--- config.mk ---
export PLATFORM = sky130hd
export DESIGN_NAME = if_fetch_stage_flat
export DESIGN_NICKNAME = d
export VERILOG_FILES = /design/src/rtl/if_fetch_stage_if.sv /design/src/rtl/if_fetch_stage.sv /design/src/flat_wrapper.sv
export SDC_FILE = /design/constraint.sdc
export NUM_CORES = 1
export LEC_CHECK = 0
export ABC_CLOCK_PERIOD_IN_PS = 13930
export BUFFER_PORTS_ARGS = -buffer_cell sky130_fd_sc_hd__buf_2
export CAP_MARGIN = 10
export CELL_PAD_IN_SITES_DETAIL_PLACEMENT = 0
export CELL_PAD_IN_SITES_GLOBAL_PLACEMENT = 1
export CORE_MARGIN = 1
export CORE_UTILIZATION = 25
export CTS_CLUSTER_SIZE = 14
export DETAILED_ROUTE_END_ITERATION = 8
export PLACE_DENSITY_LB_ADDON = 0.1
export SLEW_MARGIN = 15
export SYNTH_ARGS = -nofsm -noshare
export SYNTH_HDL_FRONTEND = slang
export SYNTH_SLANG_ARGS = --single-unit
--- constraint.sdc ---
create_clock -name clk -period 13.93 [get_ports clk]
set_input_delay 2.786 -clock clk [delete_from_list [all_inputs] [get_ports clk]]
set_output_delay 2.786 -clock clk [all_outputs]
set_load 0.05 [all_outputs]
--- src/rtl/if_fetch_stage_if.sv ---
// Instruction-memory request/response bundle for the fetch stage.
// The fetch stage is the master: it raises imem_req with imem_addr, and the
// memory answers with imem_ready and imem_rdata in the same cycle.
interface if_fetch_stage_if #(
    parameter int unsigned PC_WIDTH    = 32,
    parameter int unsigned INSTR_WIDTH = 32
);
    logic                   imem_req;
    logic [PC_WIDTH-1:0]    imem_addr;
    logic                   imem_ready;
    logic [INSTR_WIDTH-1:0] imem_rdata;

    modport master (
        output imem_req,
        output imem_addr,
        input  imem_ready,
        input  imem_rdata
    );

    modport slave (
        input  imem_req,
        input  imem_addr,
        output imem_ready,
        output imem_rdata
    );
endinterface

--- src/rtl/if_fetch_stage.sv ---
// Instruction-fetch stage of the 5-stage MIPS pipeline.
// Owns the PC, fetches over the imem handshake, and loads the IF/ID register.
// ST_REQ issues a fetch at pc, ST_HELD parks one fetched instruction in a
// skid buffer while decode is stalled, and ST_DRAIN keeps an unaccepted
// request alive after a redirect so the handshake is never withdrawn.
module if_fetch_stage #(
    parameter int unsigned         PC_WIDTH    = 32,
    parameter int unsigned         INSTR_WIDTH = 32,
    parameter logic [PC_WIDTH-1:0] RESET_PC    = '0
) (
    input  logic                   clk,
    input  logic                   rst_n,
    input  logic                   PCSrc,
    input  logic                   Jump,
    input  logic [PC_WIDTH-1:0]    BranchTarget,
    input  logic [PC_WIDTH-1:0]    JumpTarget,
    input  logic                   IFIDflush,
    input  logic                   stall,
    if_fetch_stage_if.master       imem,
    output logic [PC_WIDTH-1:0]    pc,
    output logic [INSTR_WIDTH-1:0] ifid_instr,
    output logic [PC_WIDTH-1:0]    ifid_pc4,
    output logic                   ifid_valid
);

    typedef enum logic [1:0] {
        ST_REQ   = 2'd0,
        ST_HELD  = 2'd1,
        ST_DRAIN = 2'd2
    } state_t;

    state_t                 state;
    state_t                 state_next;

    logic                   redirect;
    logic [PC_WIDTH-1:0]    target;
    logic [PC_WIDTH-1:0]    pc_plus4;
    logic [PC_WIDTH-1:0]    pc_next;
    logic [PC_WIDTH-1:0]    redirect_pc;
    logic [PC_WIDTH-1:0]    redirect_pc_next;

    logic [INSTR_WIDTH-1:0] buf_instr;
    logic [PC_WIDTH-1:0]    buf_pc4;
    logic                   buf_load;
    logic                   ifid_load_fetch;
    logic                   ifid_load_buf;

    // The branch is the older instruction, so it beats a simultaneous jump.
    assign redirect = PCSrc | Jump;
    assign target   = PCSrc ? BranchTarget : JumpTarget;
    // Wraps modulo 2^PC_WIDTH by construction.
    assign pc_plus4 = pc + PC_WIDTH'(4);

    // State register.
    // NOTE: sequential state uses non-blocking (<=) so every flop samples pre-edge values.
    always_ff @(posedge clk) begin
        if (!rst_n) begin
            state <= ST_REQ;
        end else begin
            state <= state_next;
        end
    end

    // Next-state selection from the handshake, stall and redirect.
    // NOTE: a default assignment first keeps this block free of inferred latches.
    always_comb begin
        state_next = state;
        unique case (state)
            ST_REQ: begin
                if (redirect) begin
                    state_next = imem.imem_ready ? ST_REQ : ST_DRAIN;
                end else if (imem.imem_ready && stall) begin
                    state_next = ST_HELD;
                end
            end
            ST_HELD: begin
                if (redirect || !stall) begin
                    state_next = ST_REQ;
                end
            end
            ST_DRAIN: begin
                if (imem.imem_ready) begin
                    state_next = ST_REQ;
                end
            end
            default: state_next = ST_REQ;
        endcase
    end

    // Outputs and datapath controls; imem_addr is pure pc, never imem_ready.
    always_comb begin
        imem.imem_req    = rst_n && (state != ST_HELD);
        imem.imem_addr   = pc;
        pc_next          = pc;
        redirect_pc_next = redirect_pc;
        buf_load         = 1'b0;
        ifid_load_fetch  = 1'b0;
        ifid_load_buf    = 1'b0;
        unique case (state)
            ST_REQ: begin
                if (redirect) begin
                    if (imem.imem_ready) begin
                        pc_next = target;
                    end else begin
                        redirect_pc_next = target;
                    end
                end else if (imem.imem_ready) begin
                    pc_next = pc_plus4;
                    if (stall) begin
                        buf_load = 1'b1;
                    end else begin
                        ifid_load_fetch = 1'b1;
                    end
                end
            end
            ST_HELD: begin
                if (redirect) begin
                    pc_next = target;
                end else if (!stall) begin
                    ifid_load_buf = 1'b1;
                end
            end
            ST_DRAIN: begin
                if (redirect) begin
                    redirect_pc_next = target;
                end
                if (imem.imem_ready) begin
                    pc_next = redirect ? target : redirect_pc;
                end
            end
            default: ;
        endcase
    end

    // PC and pending-redirect target.
    always_ff @(posedge clk) begin
        if (!rst_n) begin
            pc          <= RESET_PC;
            redirect_pc <= RESET_PC;
        end else begin
            pc          <= pc_next;
            redirect_pc <= redirect_pc_next;
        end
    end

    // Skid buffer capture when a fetch completes under stall.
    // NOTE: buffer data is not reset; being in ST_HELD alone marks it occupied.
    always_ff @(posedge clk) begin
        if (buf_load) begin
            buf_instr <= imem.imem_rdata;
            buf_pc4   <= pc_plus4;
        end
    end

    // IF/ID register: flush beats stall, stall holds, otherwise load or bubble.
    always_ff @(posedge clk) begin
        if (!rst_n) begin
            ifid_instr <= '0;
            ifid_pc4   <= '0;
            ifid_valid <= 1'b0;
        end else if (IFIDflush || redirect) begin
            ifid_valid <= 1'b0;
        end else if (stall) begin
            ifid_valid <= ifid_valid;
        end else if (ifid_load_fetch) begin
            ifid_instr <= imem.imem_rdata;
            ifid_pc4   <= pc_plus4;
            ifid_valid <= 1'b1;
        end else if (ifid_load_buf) begin
            ifid_instr <= buf_instr;
            ifid_pc4   <= buf_pc4;
            ifid_valid <= 1'b1;
        end else begin
            ifid_valid <= 1'b0;
        end
    end

endmodule

--- src/flat_wrapper.sv ---
// flat-port wrapper written by rule: the top's interface ports become plain ports
module if_fetch_stage_flat 
#(
    parameter int unsigned         PC_WIDTH    = 32,
    parameter int unsigned         INSTR_WIDTH = 32,
    parameter logic [PC_WIDTH-1:0] RESET_PC    = '0
)
  (clk, rst_n, PCSrc, Jump, BranchTarget, JumpTarget, IFIDflush, stall, pc, ifid_instr, ifid_pc4, ifid_valid, imem_imem_req, imem_imem_addr, imem_imem_ready, imem_imem_rdata);
  if_fetch_stage_if #(.PC_WIDTH(PC_WIDTH), .INSTR_WIDTH(INSTR_WIDTH)) imem_i ();
  input  logic clk;
  input  logic rst_n;
  input  logic PCSrc;
  input  logic Jump;
  input  logic [PC_WIDTH-1:0] BranchTarget;
  input  logic [PC_WIDTH-1:0] JumpTarget;
  input  logic IFIDflush;
  input  logic stall;
  output logic [PC_WIDTH-1:0] pc;
  output logic [INSTR_WIDTH-1:0] ifid_instr;
  output logic [PC_WIDTH-1:0] ifid_pc4;
  output logic ifid_valid;
  output wire logic [$bits(imem_i.imem_req)-1:0] imem_imem_req;
  output wire logic [$bits(imem_i.imem_addr)-1:0] imem_imem_addr;
  input wire logic [$bits(imem_i.imem_ready)-1:0] imem_imem_ready;
  input wire logic [$bits(imem_i.imem_rdata)-1:0] imem_imem_rdata;
  assign imem_imem_req = imem_i.imem_req;
  assign imem_imem_addr = imem_i.imem_addr;
  assign imem_i.imem_ready = imem_imem_ready;
  assign imem_i.imem_rdata = imem_imem_rdata;
  if_fetch_stage #(.PC_WIDTH(PC_WIDTH), .INSTR_WIDTH(INSTR_WIDTH), .RESET_PC(RESET_PC)) u_core (.clk(clk), .rst_n(rst_n), .PCSrc(PCSrc), .Jump(Jump), .BranchTarget(BranchTarget), .JumpTarget(JumpTarget), .IFIDflush(IFIDflush), .stall(stall), .imem(imem_i), .pc(pc), .ifid_instr(ifid_instr), .ifid_pc4(ifid_pc4), .ifid_valid(ifid_valid));
endmodule
-- After elaboration in Yosys (flattened, before gate mapping)
Cells that the tools add are included.
- bits in registers: 195
- $add $sub $neg: 1
- equality and inequality tests: 10
- mux-type cells: 33
- bitwise operators: 4
- reductions and logical operators: 14
- operator list (kind ; number):
    $mux W32 ; 13
    $pmux W32 S3 ; 1
    $pmux W32 S2 ; 1
    $add A32 B3 Y32 const B ; 1
    $mux W1 ; 12
    $mux W2 ; 5
    $reduce_and A3 Y1 ; 3
    $ne A2 B1 Y1 const B ; 4
    $ne A2 B2 Y1 const B ; 3
    $pmux W2 S3 ; 1
    $reduce_and A4 Y1 ; 1
    $reduce_bool A2 Y1 ; 2
    $ne A3 B1 Y1 const B ; 1
    $not A1 Y1 ; 3
    $reduce_bool A3 Y1 ; 1
    $eq A2 B1 Y1 const B ; 1
    $eq A2 B2 Y1 const B ; 1
    $logic_and A1 B1 Y1 ; 2
    $logic_not A2 Y1 ; 1
    $logic_or A1 B1 Y1 ; 2
    $reduce_or A2 Y1 ; 1
    $logic_not A1 Y1 ; 1
    $or A1 B1 Y1 ; 1

-- Logic depth before layout (Yosys ltp)
- depth in word-level cells: 6
- depth in mapped cells: 10
- depth with buffers taken out: 7

-- Worst setup path after synthesis
No wires, ideal clock.
- path kind: in2reg
- start: input port Jump
- end: register u_core.buf_instr[0], enable pin
- setup time: 0.565 ns
- arrival: 8.136 ns
- setup slack: 5.230 ns
- cell stages on the path: 6
- buffers on the path: 4
- cell sequence: buf_2 -> or2_1 -> clkbuf_1 -> clkbuf_1 -> buf_1 -> nor3_1
- word-level cells in the longest chain between the ends: 3
- ends and longest elaborated chain (element ; RTL line ; RTL):
    start, declared ; flat_wrapper.sv:13 ; input logic Jump;
    $or A1 B1 Y1 ; if_fetch_stage.sv:49 ; assign redirect = PCSrc | Jump;
    $mux W1 ; if_fetch_stage.sv:101 ; if (redirect) begin
    $mux W1 ; if_fetch_stage.sv:99 ; unique case (state)
    net u_core.buf_load ; if_fetch_stage.sv:44 ; logic buf_load;
    end signal, assigned ; if_fetch_stage.sv:150 ; buf_instr <= imem.imem_rdata;
    end, declared ; if_fetch_stage.sv:42 ; logic [INSTR_WIDTH-1:0] buf_instr;
The timed path passes the listed nets, and every way through them passes these cells.
A chain may end at the register's enable or synchronous reset.

-- Final worst setup path
- start: input port rst_n
- end: output port imem_imem_req
- word-level cells in the longest chain between the ends: 1
- ends and longest elaborated chain (element ; RTL line ; RTL):
    start, declared ; flat_wrapper.sv:11 ; input logic rst_n;
    $logic_and A1 B1 Y1 ; if_fetch_stage.sv:92 ; imem.imem_req = rst_n && (state != ST_HELD);
    end, declared ; flat_wrapper.sv:22 ; output wire logic [$bits(imem_i.imem_req)-1:0] imem_imem_req;
No other way between the ends.

==> impl_metrics.json <==
{
  "outcome": "finished, final reports clean",
  "wire_per_inst_um": 19.8,
  "yosys.area.top_type_share_pct": 26.6,
  "yosysMostFrequentCell": "nand2_1",
  "via_per_inst": 4.85,
  "rsz0062_at_grt": "no",
  "holdWs_ps": 453,
  "use_met2_pct": 26.0,
  "dr.first_iter.drc_count": 571,
  "met3_usage_pct": 3.39,
  "synthCells": 1107,
  "holdBufCountCts": 0,
  "grt_use_total_pct": 17.5,
  "tightest_slew_ps": 1090,
  "synth_edf_count": 64,
  "post-cts-setup-buffer-count": 0,
  "pwr-share-comb_pct": 20.6,
  "gp_congestion": 0.732,
  "die_width_um": 201,
  "synth_flop_cell": "dfxtp_1",
  "final_util_pct": 30.4,
  "seqPwrFrac_pct": 45.3,
  "yosysUniqueCellTypes": 67,
  "synth_area_per_cell_um2": 8.91,
  "io_pins": 233,
  "placed_area_um2": 11200,
  "finalSetupTns_ps": 0,
  "grt_overflow": 0,
  "p_clk_share_pct": 34.1,
  "layout-drive-gt1-share_pct": 26.1,
  "cts_buffers": 17,
  "min_to": "u_core.ifid_pc4[6]$_SDFFE_PN0P_",
  "routed_wl_um": 35200,
  "ys_seq_area_share_pct": 46.1,
  "via_count": 8641,
  "start_kind": "primary input",
  "p_int_uw": 941,
  "top_usage_layer": "met2",
  "cts_sinks": 195,
  "antenna_violating_nets_post_route": 0,
  "dpl.hpwl_um": 23600,
  "async_flop_share_pct": 0,
  "switching_share_pct": 34.4,
  "post-route-period-util_pct": 55.2,
  "worstSetupPathType": "in2out",
  "start_util_pct": 25.4,
  "synth_commonest_cells": "nand2_1, dfxtp_1, nor2_1",
  "setup_viol": 0,
  "antenna_found_initial": 0,
  "fin_area_um2": 11800,
  "drc": 0,
  "clock_latency_ps": 460,
  "max_cap_viol_count": 0,
  "synth_area_um2": 9870,
  "final.setup_skew_ps": 12.0,
  "powerDensity_nw_per_um2": 122,
  "switchingPower_uw": 494,
  "synth_warnings": 0,
  "p_total_uw": 1430,
  "r2r_cells": 7,
  "worst-endpoint-required_ps": 11140,
  "syn_nets": 1215,
  "die_h_um": 201,
  "relSlewSlack_pct": 27.2,
  "fillCellCount": 4177,
  "arrival_ps": 4900,
  "reg2reg_slack_ps": 10870,
  "cts-root-buf": "clkbuf_16",
  "ir_drop_mv": 0.0690,
  "grt_max_degree": 78,
  "hold_class": "reg2reg",
  "io_buffers": 232,
  "grt.met1_usage_pct": 25.8,
  "critPathMaxFanout": 54,
  "htree_levels": 4,
  "antenna_cells": 0,
  "synth_seq_cells": 195,
  "area_delta_synth_final_pct": 19.6,
  "fin_crit_ps": 7690,
  "cp-end-kind": "output port",
  "min_from": "u_core.ifid_pc4[6]$_SDFFE_PN0P_",
  "leakagePower_uw": 0.00464,
  "finalHoldViolCount": 0,
  "r2r_end": "u_core.ifid_pc4[23]$_SDFFE_PN0P_",
  "max_freq_mhz": 130,
  "multiInputGateArea_um2": 4640,
  "synth_area_leaders": "dfxtp_1, edfxtp_1, nand2_1",
  "coreArea_um2": 38800,
  "cts.clk_slew.worst_paths_ps": 80,
  "nNetsFinal": 1358,
  "ctsResizeCount": 0,
  "maxSlewViolCount": 0,
  "cts_tree": "done",
  "dieArea_um2": 40300,
  "first_pass_iters": 5,
  "rows": 72,
  "r2r_start": "u_core.state[0]$_SDFFE_PN0P_",
  "synth_area_leader_cell": "dfxtp_1",
  "grt_pass1_wl_um": 53300,
  "grt_pass1_vias": 8250,
  "hold_depth": 2,
  "seq_area_um2": 4540,
  "clock_path_buffers": 2
}
-- layout by cell type, fill, tap and decap left out, types with 7 or more instances in the layout --
cell type	count
a211oi_1	19
a21oi_1	71
a22oi_1	20
a311oi_1	38
a31oi_1	9
buf_2	232
buf_4	17
clkbuf_16	17
dfxtp_1	131
edfxtp_1	64
inv_1	30
mux2_2	20
mux2i_1	28
nand2_1	144
nand2b_1	13
nand3_1	21
nand4_1	11
nor2_1	111
nor3_1	19
nor4_1	7
o211ai_1	13
o21a_1	14
o21ai_0	36
o221a_2	7
o22ai_1	24
o2bb2ai_1	8
o31ai_1	13
xnor2_1	15
xor2_1	10
-- worst max-delay path, stage by stage --
cell and delay, ps:
buf_2 230, clkinv_2 710, buf_4 630, nor2_1 160, buf_2 280
-- registers in the layout, summed over array words and instances (netlist names) --
name / flops
u_core.redirect_pc: 32
u_core.buf_pc4: 32
u_core.ifid_pc4: 32
u_core.state: 2
u_core.imem.imem_addr: 32
u_core.buf_instr: 32
u_core.ifid_valid: 1
u_core.ifid_instr: 32
-- routing by layer --
layer	vias to the layer above	part of all wire, %
li1	4280	-
met1	4139	52
met2	197	43
met3	25	3.5
met4	0	1.1
met5	-	0
-- per-stage QoR --
stage	setup WS (ps)	cells
finish	6240	1781
global route	6050	1781
CTS	6160	1781
floorplan	5230	1107
global placement	6170	1749
detailed placement	6160	1749
-- cells by family after synthesis --
| group | count (synthesis) | synth area share (%) |
|---|---|---|
| muxes | 48 | 5.12 |
| DFF | 195 | 46.1 |
| buffers and inverters | 156 | 7.34 |
| and+or+nand+nor | 372 | 17.2 |
| adders and majority gates | 5 | 0.634 |
| AOI/OAI and AO/OA | 306 | 21.5 |
| xor gates and xnor gates | 25 | 2.22 |
-- how the worst max path moves through the flow --
| stage | startpoint | end | slack, ps | cells past startpoint |
|---|---|---|---|---|
| 6_report | rst_n | imem_imem_req | 6240 | 5 |
| 3_5_place_dp | rst_n | imem_imem_req | 6160 | 5 |
| 3_3_place_gp | rst_n | imem_imem_req | 6170 | 5 |
| 5_1_grt | rst_n | imem_imem_req | 6050 | 5 |
| 2_1_floorplan | Jump | u_core.buf_instr[0]$_DFFE_PP_ | 5230 | 6 |
| 4_1_cts | rst_n | imem_imem_req | 6160 | 5 |
-- layout make-up --
type                            instances  share of cell area, %
Multi-Input combinational cell        756                   39.3
Sequential cell                       195                   38.5
Timing Repair Buffer                  249                   10.9
Tap cell                              518                   5.49
Clock buffer                           18                   3.72
Clock inverter                         14                   1.03
Inverter                               31                  0.997
-- power groups by stage --
stage          clock network (uW)  registers [uW]  logic, uW
3_3_place_gp                    0             662        298
2_1_floorplan                   0             694        181
5_1_grt                       530             654        320
3_5_place_dp                    0             663        298
6_report                      489             649        296
4_1_cts                       508             650        299
(Power assumes the default switching activity.)
